## config.mk

```make
export PLATFORM = sky130hd
export DESIGN_NAME = apb_mst_bridge
export DESIGN_NICKNAME = d
export VERILOG_FILES = /design/src/rtl/apb_pkg.sv /design/src/rtl/apb_mst_bridge_timeout_cnt.sv /design/src/rtl/apb_mst_bridge.sv
export SDC_FILE = /design/constraint.sdc
export NUM_CORES = 1
export LEC_CHECK = 0
export CAP_MARGIN = 10
export CORE_ASPECT_RATIO = 0.75
export CORE_MARGIN = 10
export CORE_UTILIZATION = 43
export DETAILED_ROUTE_END_ITERATION = 10
export GPL_TIMING_DRIVEN = 1
export HOLD_SLACK_MARGIN = 0.05
export PLACE_DENSITY = 0.86
export SLEW_MARGIN = 20
export SYNTH_ARGS = -nofsm -noshare
export SYNTH_HDL_FRONTEND = slang
export SYNTH_SLANG_ARGS = --single-unit
```

## constraint.sdc

```tcl
create_clock -name PCLK -period 5.5 [get_ports PCLK]
set_input_delay 1.1 -clock PCLK [delete_from_list [all_inputs] [get_ports PCLK]]
set_output_delay 1.1 -clock PCLK [all_outputs]
set_load 0.02 [all_outputs]
```

## src/rtl/apb_pkg.sv

```systemverilog
// apb_pkg: shared APB bus widths, requester state type and the command /
// response records used by APB agents.
//   ADDR_WIDTH / DATA_WIDTH / STRB_WIDTH : bus geometry
//   apb_state_t : requester FSM states (IDLE, SETUP, ACCESS, RESP)
//   apb_cmd_t   : captured command (addr, write, wdata, strb)
//   apb_rsp_t   : completed response (rdata, slverr, timeout)
package apb_pkg;

   localparam int ADDR_WIDTH = 32;
   localparam int DATA_WIDTH = 32;
   localparam int STRB_WIDTH = DATA_WIDTH / 8;

   typedef enum logic [1:0] {
      APB_IDLE,
      APB_SETUP,
      APB_ACCESS,
      APB_RESP
   } apb_state_t;

   typedef struct packed {
      logic [ADDR_WIDTH-1:0] addr;
      logic                  write;
      logic [DATA_WIDTH-1:0] wdata;
      logic [STRB_WIDTH-1:0] strb;
   } apb_cmd_t;

   typedef struct packed {
      logic [DATA_WIDTH-1:0] rdata;
      logic                  slverr;
      logic                  timeout;
   } apb_rsp_t;

   // Counter width able to hold 0..limit, never narrower than one bit.
   function automatic int cnt_width(input int limit);
      int w;
      w = $clog2(limit + 1);
      return (w < 1) ? 1 : w;
   endfunction

endpackage

```

## src/rtl/apb_mst_bridge_timeout_cnt.sv

```systemverilog
// apb_timeout_cnt: wait-state watchdog for APB agents.
//   clk     : clock
//   rst_n   : synchronous active-low reset (clears the count)
//   clr     : synchronous clear, used when a new transfer starts
//   en      : count this cycle (completer is still holding PREADY low)
//   expired : high in the enabled cycle whose increment reaches LIMIT;
//             constantly low when LIMIT is 0 (watchdog disabled)
module apb_timeout_cnt
   import apb_pkg::*;
#(
   parameter int LIMIT = 16
) (
   input  logic clk,
   input  logic rst_n,
   input  logic clr,
   input  logic en,
   output logic expired
);

   localparam int W = cnt_width(LIMIT);

   logic [W-1:0] count_reg;

   always_ff @(posedge clk) begin
      if (!rst_n || clr) begin
         count_reg <= '0;
      end else if (en && !expired) begin
         count_reg <= count_reg + 1'b1;
      end
   end

   // Flag the cycle whose increment would make the count equal LIMIT, so
   // the owner can leave ACCESS on that same edge.
   generate
      if (LIMIT > 0) begin : g_limit
         assign expired = en && (count_reg == W'(LIMIT - 1));
      end else begin : g_nolimit
         assign expired = 1'b0;
      end
   endgenerate

endmodule

```

## src/rtl/apb_mst_bridge.sv

```systemverilog
// apb_mst_bridge: APB3/APB4 requester driven by a valid/ready command stream,
// returning read data / error status on a valid/ready response stream.
//   PCLK, PRESETn            : clock, synchronous active-low reset
//   cmd_valid/cmd_ready      : command handshake
//   cmd_addr/write/wdata/strb: command fields (strb forced to 0 on reads)
//   rsp_valid/rsp_ready      : response handshake
//   rsp_rdata/slverr/timeout : response fields
//   PSEL..PSTRB              : registered APB requester outputs
//   PRDATA, PREADY, PSLVERR  : APB completer inputs
module apb_mst_bridge
   import apb_pkg::*;
#(
   parameter int TIMEOUT_CYCLES = 16
) (
   input  logic                  PCLK,
   input  logic                  PRESETn,
   input  logic                  cmd_valid,
   output logic                  cmd_ready,
   input  logic [ADDR_WIDTH-1:0] cmd_addr,
   input  logic                  cmd_write,
   input  logic [DATA_WIDTH-1:0] cmd_wdata,
   input  logic [STRB_WIDTH-1:0] cmd_strb,
   output logic                  rsp_valid,
   input  logic                  rsp_ready,
   output logic [DATA_WIDTH-1:0] rsp_rdata,
   output logic                  rsp_slverr,
   output logic                  rsp_timeout,
   output logic                  PSEL,
   output logic                  PENABLE,
   output logic                  PWRITE,
   output logic [ADDR_WIDTH-1:0] PADDR,
   output logic [DATA_WIDTH-1:0] PWDATA,
   output logic [STRB_WIDTH-1:0] PSTRB,
   input  logic [DATA_WIDTH-1:0] PRDATA,
   input  logic                  PREADY,
   input  logic                  PSLVERR
);

   apb_state_t state_reg;
   apb_cmd_t   cmd_reg;
   apb_rsp_t   rsp_reg;
   logic       psel_reg;
   logic       penable_reg;
   logic       rsp_valid_reg;

   apb_cmd_t   new_cmd;
   logic       accept;
   logic       access_wait;
   logic       timeout_hit;

   // A response being consumed frees the bridge in the same cycle, which is
   // what lets RESP hand over directly to the next SETUP.
   assign cmd_ready   = (state_reg == APB_IDLE) ||
                        ((state_reg == APB_RESP) && rsp_ready);
   assign accept      = cmd_valid && cmd_ready;
   assign access_wait = (state_reg == APB_ACCESS) && !PREADY;

   // Reads never drive byte strobes.
   assign new_cmd = '{addr:  cmd_addr,
                      write: cmd_write,
                      wdata: cmd_wdata,
                      strb:  cmd_write ? cmd_strb : '0};

   apb_timeout_cnt #(
      .LIMIT (TIMEOUT_CYCLES)
   ) u_timeout (
      .clk     (PCLK),
      .rst_n   (PRESETn),
      .clr     (accept),
      .en      (access_wait),
      .expired (timeout_hit)
   );

   always_ff @(posedge PCLK) begin
      if (!PRESETn) begin
         state_reg     <= APB_IDLE;
         cmd_reg       <= '0;
         rsp_reg       <= '0;
         psel_reg      <= 1'b0;
         penable_reg   <= 1'b0;
         rsp_valid_reg <= 1'b0;
      end else begin
         case (state_reg)
            APB_IDLE: begin
               if (cmd_valid) begin
                  cmd_reg   <= new_cmd;
                  psel_reg  <= 1'b1;
                  state_reg <= APB_SETUP;
               end
            end
            APB_SETUP: begin
               penable_reg <= 1'b1;
               state_reg   <= APB_ACCESS;
            end
            APB_ACCESS: begin
               if (PREADY) begin
                  rsp_reg       <= '{rdata:   cmd_reg.write ? '0 : PRDATA,
                                     slverr:  PSLVERR,
                                     timeout: 1'b0};
                  psel_reg      <= 1'b0;
                  penable_reg   <= 1'b0;
                  rsp_valid_reg <= 1'b1;
                  state_reg     <= APB_RESP;
               end else if (timeout_hit) begin
                  rsp_reg       <= '{rdata: '0, slverr: 1'b1, timeout: 1'b1};
                  psel_reg      <= 1'b0;
                  penable_reg   <= 1'b0;
                  rsp_valid_reg <= 1'b1;
                  state_reg     <= APB_RESP;
               end
            end
            APB_RESP: begin
               if (rsp_ready) begin
                  rsp_valid_reg <= 1'b0;
                  if (cmd_valid) begin
                     cmd_reg   <= new_cmd;
                     psel_reg  <= 1'b1;
                     state_reg <= APB_SETUP;
                  end else begin
                     state_reg <= APB_IDLE;
                  end
               end
            end
            default: state_reg <= APB_IDLE;
         endcase
      end
   end

   assign PSEL        = psel_reg;
   assign PENABLE     = penable_reg;
   assign PWRITE      = cmd_reg.write;
   assign PADDR       = cmd_reg.addr;
   assign PWDATA      = cmd_reg.wdata;
   assign PSTRB       = cmd_reg.strb;
   assign rsp_valid   = rsp_valid_reg;
   assign rsp_rdata   = rsp_reg.rdata;
   assign rsp_slverr  = rsp_reg.slverr;
   assign rsp_timeout = rsp_reg.timeout;

endmodule
```

Yosys cells after proc, flatten, opt, wreduce, memory -nomap -nowiden. Index checks and enable logic that the tools add are counted. Widths: inputs -> output; s select.

Bits in registers: 113. Latch bits: 0. Memory bits (writable): 0. Bits in read-only memories: 0. Output and inout port bits: 107. Word-level logic and storage cells: 65. Memories kept: 0.

Add/sub/neg operators: 1. Multipliers: 0. Div/mod/pow operators: 0. $lt $le $gt $ge: 0. Equal/unequal tests: 7. Shift-type cells: 0. Mux-type cells: 23. Bitwise logic cells: 0. Reduce and logical (&&, ||, !) cells: 22.

Operators with widths (count): $mux 69 (2); $pmux 69 s2 (1); $mux 34 (2); $mux 32 (1); $reduce_and 3->1 (3); $mux 1 (8); $mux 2 (4); $pmux 2 s4 (1); $reduce_bool 2->1 (4); $reduce_and 2->1 (3); $add 5x1->5 const B (1); $eq 5x4->1 const B (1); $logic_and 1x1->1 (5); $eq 2x2->1 const B (2); $mux 4 (1); $ne 2x2->1 const B (2); $pmux 1 s2 (2); $logic_not 1->1 (3); $ne 3x2->1 const B (1); $pmux 1 s3 (1); $reduce_bool 3->1 (1); $eq 2x1->1 const B (1); $logic_not 2->1 (1); $logic_or 1x1->1 (2).

Logic depth before layout (Yosys ltp).
Word-level depth: 6. Mapped depth: 9.

Hierarchy. A second synthesis with hierarchy kept.

Cell total of the unflattened synthesis: 463. Area total of the unflattened synthesis: 4302.9 um^2.

By module, submodules not included: apb_mst_bridge (times used 1, cells each 436, area an instance 4053.9 um^2); apb_timeout_cnt (times used 1, cells each 27, area an instance 249.0 um^2).

Worst setup path after synthesis. OpenSTA, ideal clock, no wires.

Path type: input -> output. Start: in rsp_ready. End: out cmd_ready. Arrival time: 1.331 ns. Path slack: 3.069 ns. Cell stages on the path: 1. Path buffers: 0. Path through: a21o_1.

Cells in the longest elaborated chain, start to end: 2.

Ends and longest elaborated chain: start: declaration (RTL line apb_mst_bridge.sv:24) `input logic rsp_ready,`; $logic_and 1x1->1 (RTL line apb_mst_bridge.sv:54) `((state_reg == APB_RESP) && rsp_ready);`; $logic_or 1x1->1 (RTL line apb_mst_bridge.sv:53) `assign cmd_ready = (state_reg == APB_IDLE) ||`; end: declaration (RTL line apb_mst_bridge.sv:18) `output logic cmd_ready,`.

No other way between the ends.

Worst setup path after layout. Same ends and word-level chain as after synthesis.

==> summary.md <==
| Metric | Value |
|---|---|
| Status | finished, final reports clean |
| Max_cap viols | 0 |
| Endpoints failing setup | 0 |
| Worst Tran Pin Value | 0.8991 ns |
| Initial antenna violation count | 0 |
| First-pass GRT wire length | 22270 um |
| Power Internal | 1.986 mW |
| Area Growth Syn to Fin | 65.21% |
| Crit Path Class | primary input to output pin |
| Psw | 924.1 uW |
| Clock Root Buffer | clkbuf_16 |
| Async set-reset flop share out of synthesis | 0% |
| Leak | 2.491 nW |
| CP Cell Sequence | clkdlybuf4s50_1 -> a21o_1 -> clkdlybuf4s50_1 |
| Die H | 105.2 um |
| Fin nets | 823 |
| Worst-Skew Late Latency | approximately 0.4 ns |
| Startpoint Class | primary input |
| Post-route minimum period | approximately 3.5 ns |
| H-tree Lvls | 4 |
| Main synth FF type | dfxtp_1 |
| Crit path largest cell delay | ~0.60 ns |
| Clk_skew | 0.008091 ns |
| Area share of the largest cell type after synthesis | 54.31% |
| Most used cell, CP | clkdlybuf4s50_1 |
| Antenna cells | 0 |
| WP buf/inv | 2 |
| Combinational Power Share | between 30% and 40% |
| Gpl congestion | 0.8146 |
| Dpl hpwl | 10860 um |
| CP max stage cell | clkdlybuf4s50_1 |
| Vias in the first global route | 4257 |
| CTS sink count | 113 |
| Antenna Nets Post-Route | 0 |
| DP Worst Slack | 2.015 ns |
| Synth unique cells | 34 |
| Post-Synth XOR/XNOR Area | 0.6308% |
| Pwr/cell area | 422.8 nW/um2 |
| Cells resized by post-CTS repair | 0 |
| Period utilisation layout | 63.41% |
| Total CTS buffers | 17 |
| Family with the most delay on the worst path | buffers and inverters |
| Commonest non-fill, non-tap cell in the layout | clkdlybuf4s50_1 |
| Setup TNS | 0 ns |
| Worst-path clk slew | roughly 0.050 ns |
| Relative slew slack | approximately 40% |
| Sequential Power Share | 34.5% |
| WP data required | 4.40 ns |
| Max Transition Viols Final | 0 |
| Largest cells by area after synthesis | dfxtp_1 54%, nand2_1 16%, a21oi_1 12% |
| Syn_nets | 626 |
| FF-to-FF Start | state_reg[0] |
| Core region area | 9542 um2 |
| Ys Warns | 0 |
| Mapped cell area | approximately 4200 um2 |
| Via count | 4305 |
| Maximum root-to-sink buffer count | 2 |
| Type of destination of the critical path | output pin |
| DIE AREA | 14060 um2 |
| Gr usage total | 19.73% |
| Fmax | ~290 MHz |
| DRC violations left | 0 |
| Die X | ~130 um |
| Adder-Cell Fraction of Synth Area | around 1.8% |
| Num ports | 214 |
| Critical Path AT | around 2.4 ns |
| Worst reg2reg endpoint | PADDR[1] |
| Post-synthesis simple-gate area fraction | 22.68% |
| Share of layout cells above drive strength 1 | 5.548% |
| DR WL/cell | 17.33 um |
| Mux contribution to synthesized area | 0.4806% |
| Mapped Cells | 513 |
| EDFF count, synth | 0 |
| First-pass detailed-route iteration total | 4 |
| Post-CTS Hold Fix Bufs | 0 |
| Routed WL | 14780 um |
| Sequential-to-total area share from yosys stat | 54.31% |
| Worst hold path class | flop to flop |
| Worst setup path start | rsp_ready |
| Most frequent cells in the layout | 213 x clkdlybuf4s50_1, 173 x nand2_1, 113 x dfxtp_1, 102 x a21oi_1, 36 x nand3_1 |
| Post-synth top area cell | dfxtp_1 |
| Avg Cell Area, Syn | 8.119 um2 |
| Critical path depth in cells | 3 |
| Peak supply drop | 283.4 uV |
| Setup ws final | 2.013 ns |
| Crit Path Max Fanout | 4 |
| Largest family of logic cells by synthesized area | simple AND/OR/NAND/NOR gates |
| R2R cell count | 7 |
| IO Port Bufs | 213 |
| CTS tree | yes |
| Setup repair after global routing missed its margin | false |
| Buffer count from post-CTS setup fixing | 0 |
| 1st-iter DRT viols | between 300 and 400 |
| Placement Rows | 31 |
| Starting Density | 43.65% |
| Sw Ratio | about a third |
| Crit path to | cmd_ready |
| Yosys reg bits | 113 |
| Reg2reg setup slack | 3.08 ns |
| Compound-Gate Fraction of Synth Area | 14.99% |
| Vias per cell | between 5 and 6 |
| Gr ovfl total | 0 |
| Clock power frac | 35.1% |
| Largest net degree at the start of global routing | 68 |
| Final Hold Fails | 0 |
==> cells in the mapped netlist, types with 2 or more instances <==
cell,number
o221a_2,2
buf_6,2
inv_1,5
nor2_1,9
o21a_1,3
nor2b_1,4
mux2i_1,2
ha_1,6
clkbuf_1,15
nand3_1,36
dfxtp_1,113
buf_4,3
buf_2,17
xor2_1,2
a211oi_1,2
a21oi_1,102
nand2_1,173
==> how the worst min path moves through the flow <==
stage / startpoint / to / slack [ns] / depth (start not counted)
floorplan: u_timeout.count_reg[4] / u_timeout.count_reg[4] / 0.47 / 2
global placement: rsp_rdata[9] / rsp_rdata[9] / 0.44 / 2
detailed placement: rsp_rdata[7] / rsp_rdata[7] / 0.44 / 2
CTS: rsp_rdata[5] / rsp_rdata[5] / 0.45 / 2
global route: rsp_rdata[5] / rsp_rdata[5] / 0.46 / 2
finish: rsp_rdata[5] / rsp_rdata[5] / 0.45 / 2
==> layout make-up <==
cell class	instances	area, um2
Fill cell	728	2660
Sequential cell	113	2262
Timing Repair Buffer	216	2155
Multi-Input combinational cell	356	1719
Clock buffer	24	501.7
Tap cell	132	165.2
Clock inverter	6	55.05
Inverter	6	23.77
==> through the flow <==
stage	power (mW)	instance area, um2	hold slack, ns	cells	utilization (%)
2_1_floorplan	1.521	4165	0.4713	513	-
3_3_place_gp	1.864	6310	0.4374	823	66.13
3_5_place_dp	1.898	6317	0.4447	823	66.21
4_1_cts	2.927	6874	0.4509	853	72.04
5_1_grt	3.042	6882	0.4646	853	72.12
6_report	2.910	6882	0.4491	853	72.12
==> power by group through the flow <==
stage                     registers [mW]  clock network (mW)  logic [mW]
after global placement              1.01                   0       0.856
after global routing                1.02                1.07       0.956
after CTS                           1.00                1.04       0.888
after floorplan                     1.14                   0       0.380
after detailed placement            1.02                   0       0.879
final                               1.00                1.02       0.884
==> metal layers <==
layer  up-vias  GRT usage, %  part of all wire, %
met1      1999         21.38                   39
met4         0         7.597                  1.8
met2       197         34.39                   50
li1       2087             -                    -
met5         -             0                    0
met3        22         7.400                  9.2
==> kinds of logic after synthesis <==
family	Yosys count
and+or+nand+nor	229
AOI/OAI and AO/OA	116
DFF	113
buffers and inverters	44
adders and majority gates	6
xor gates and xnor gates	3
muxes	2
==> tightest hold or removal path, cell delays in order (launching register included) <==
cell	delay, ns
dfxtp_1	0.30
nand2_1	0.05
a21oi_1	0.05
Power figures use the tool's default switching activity.
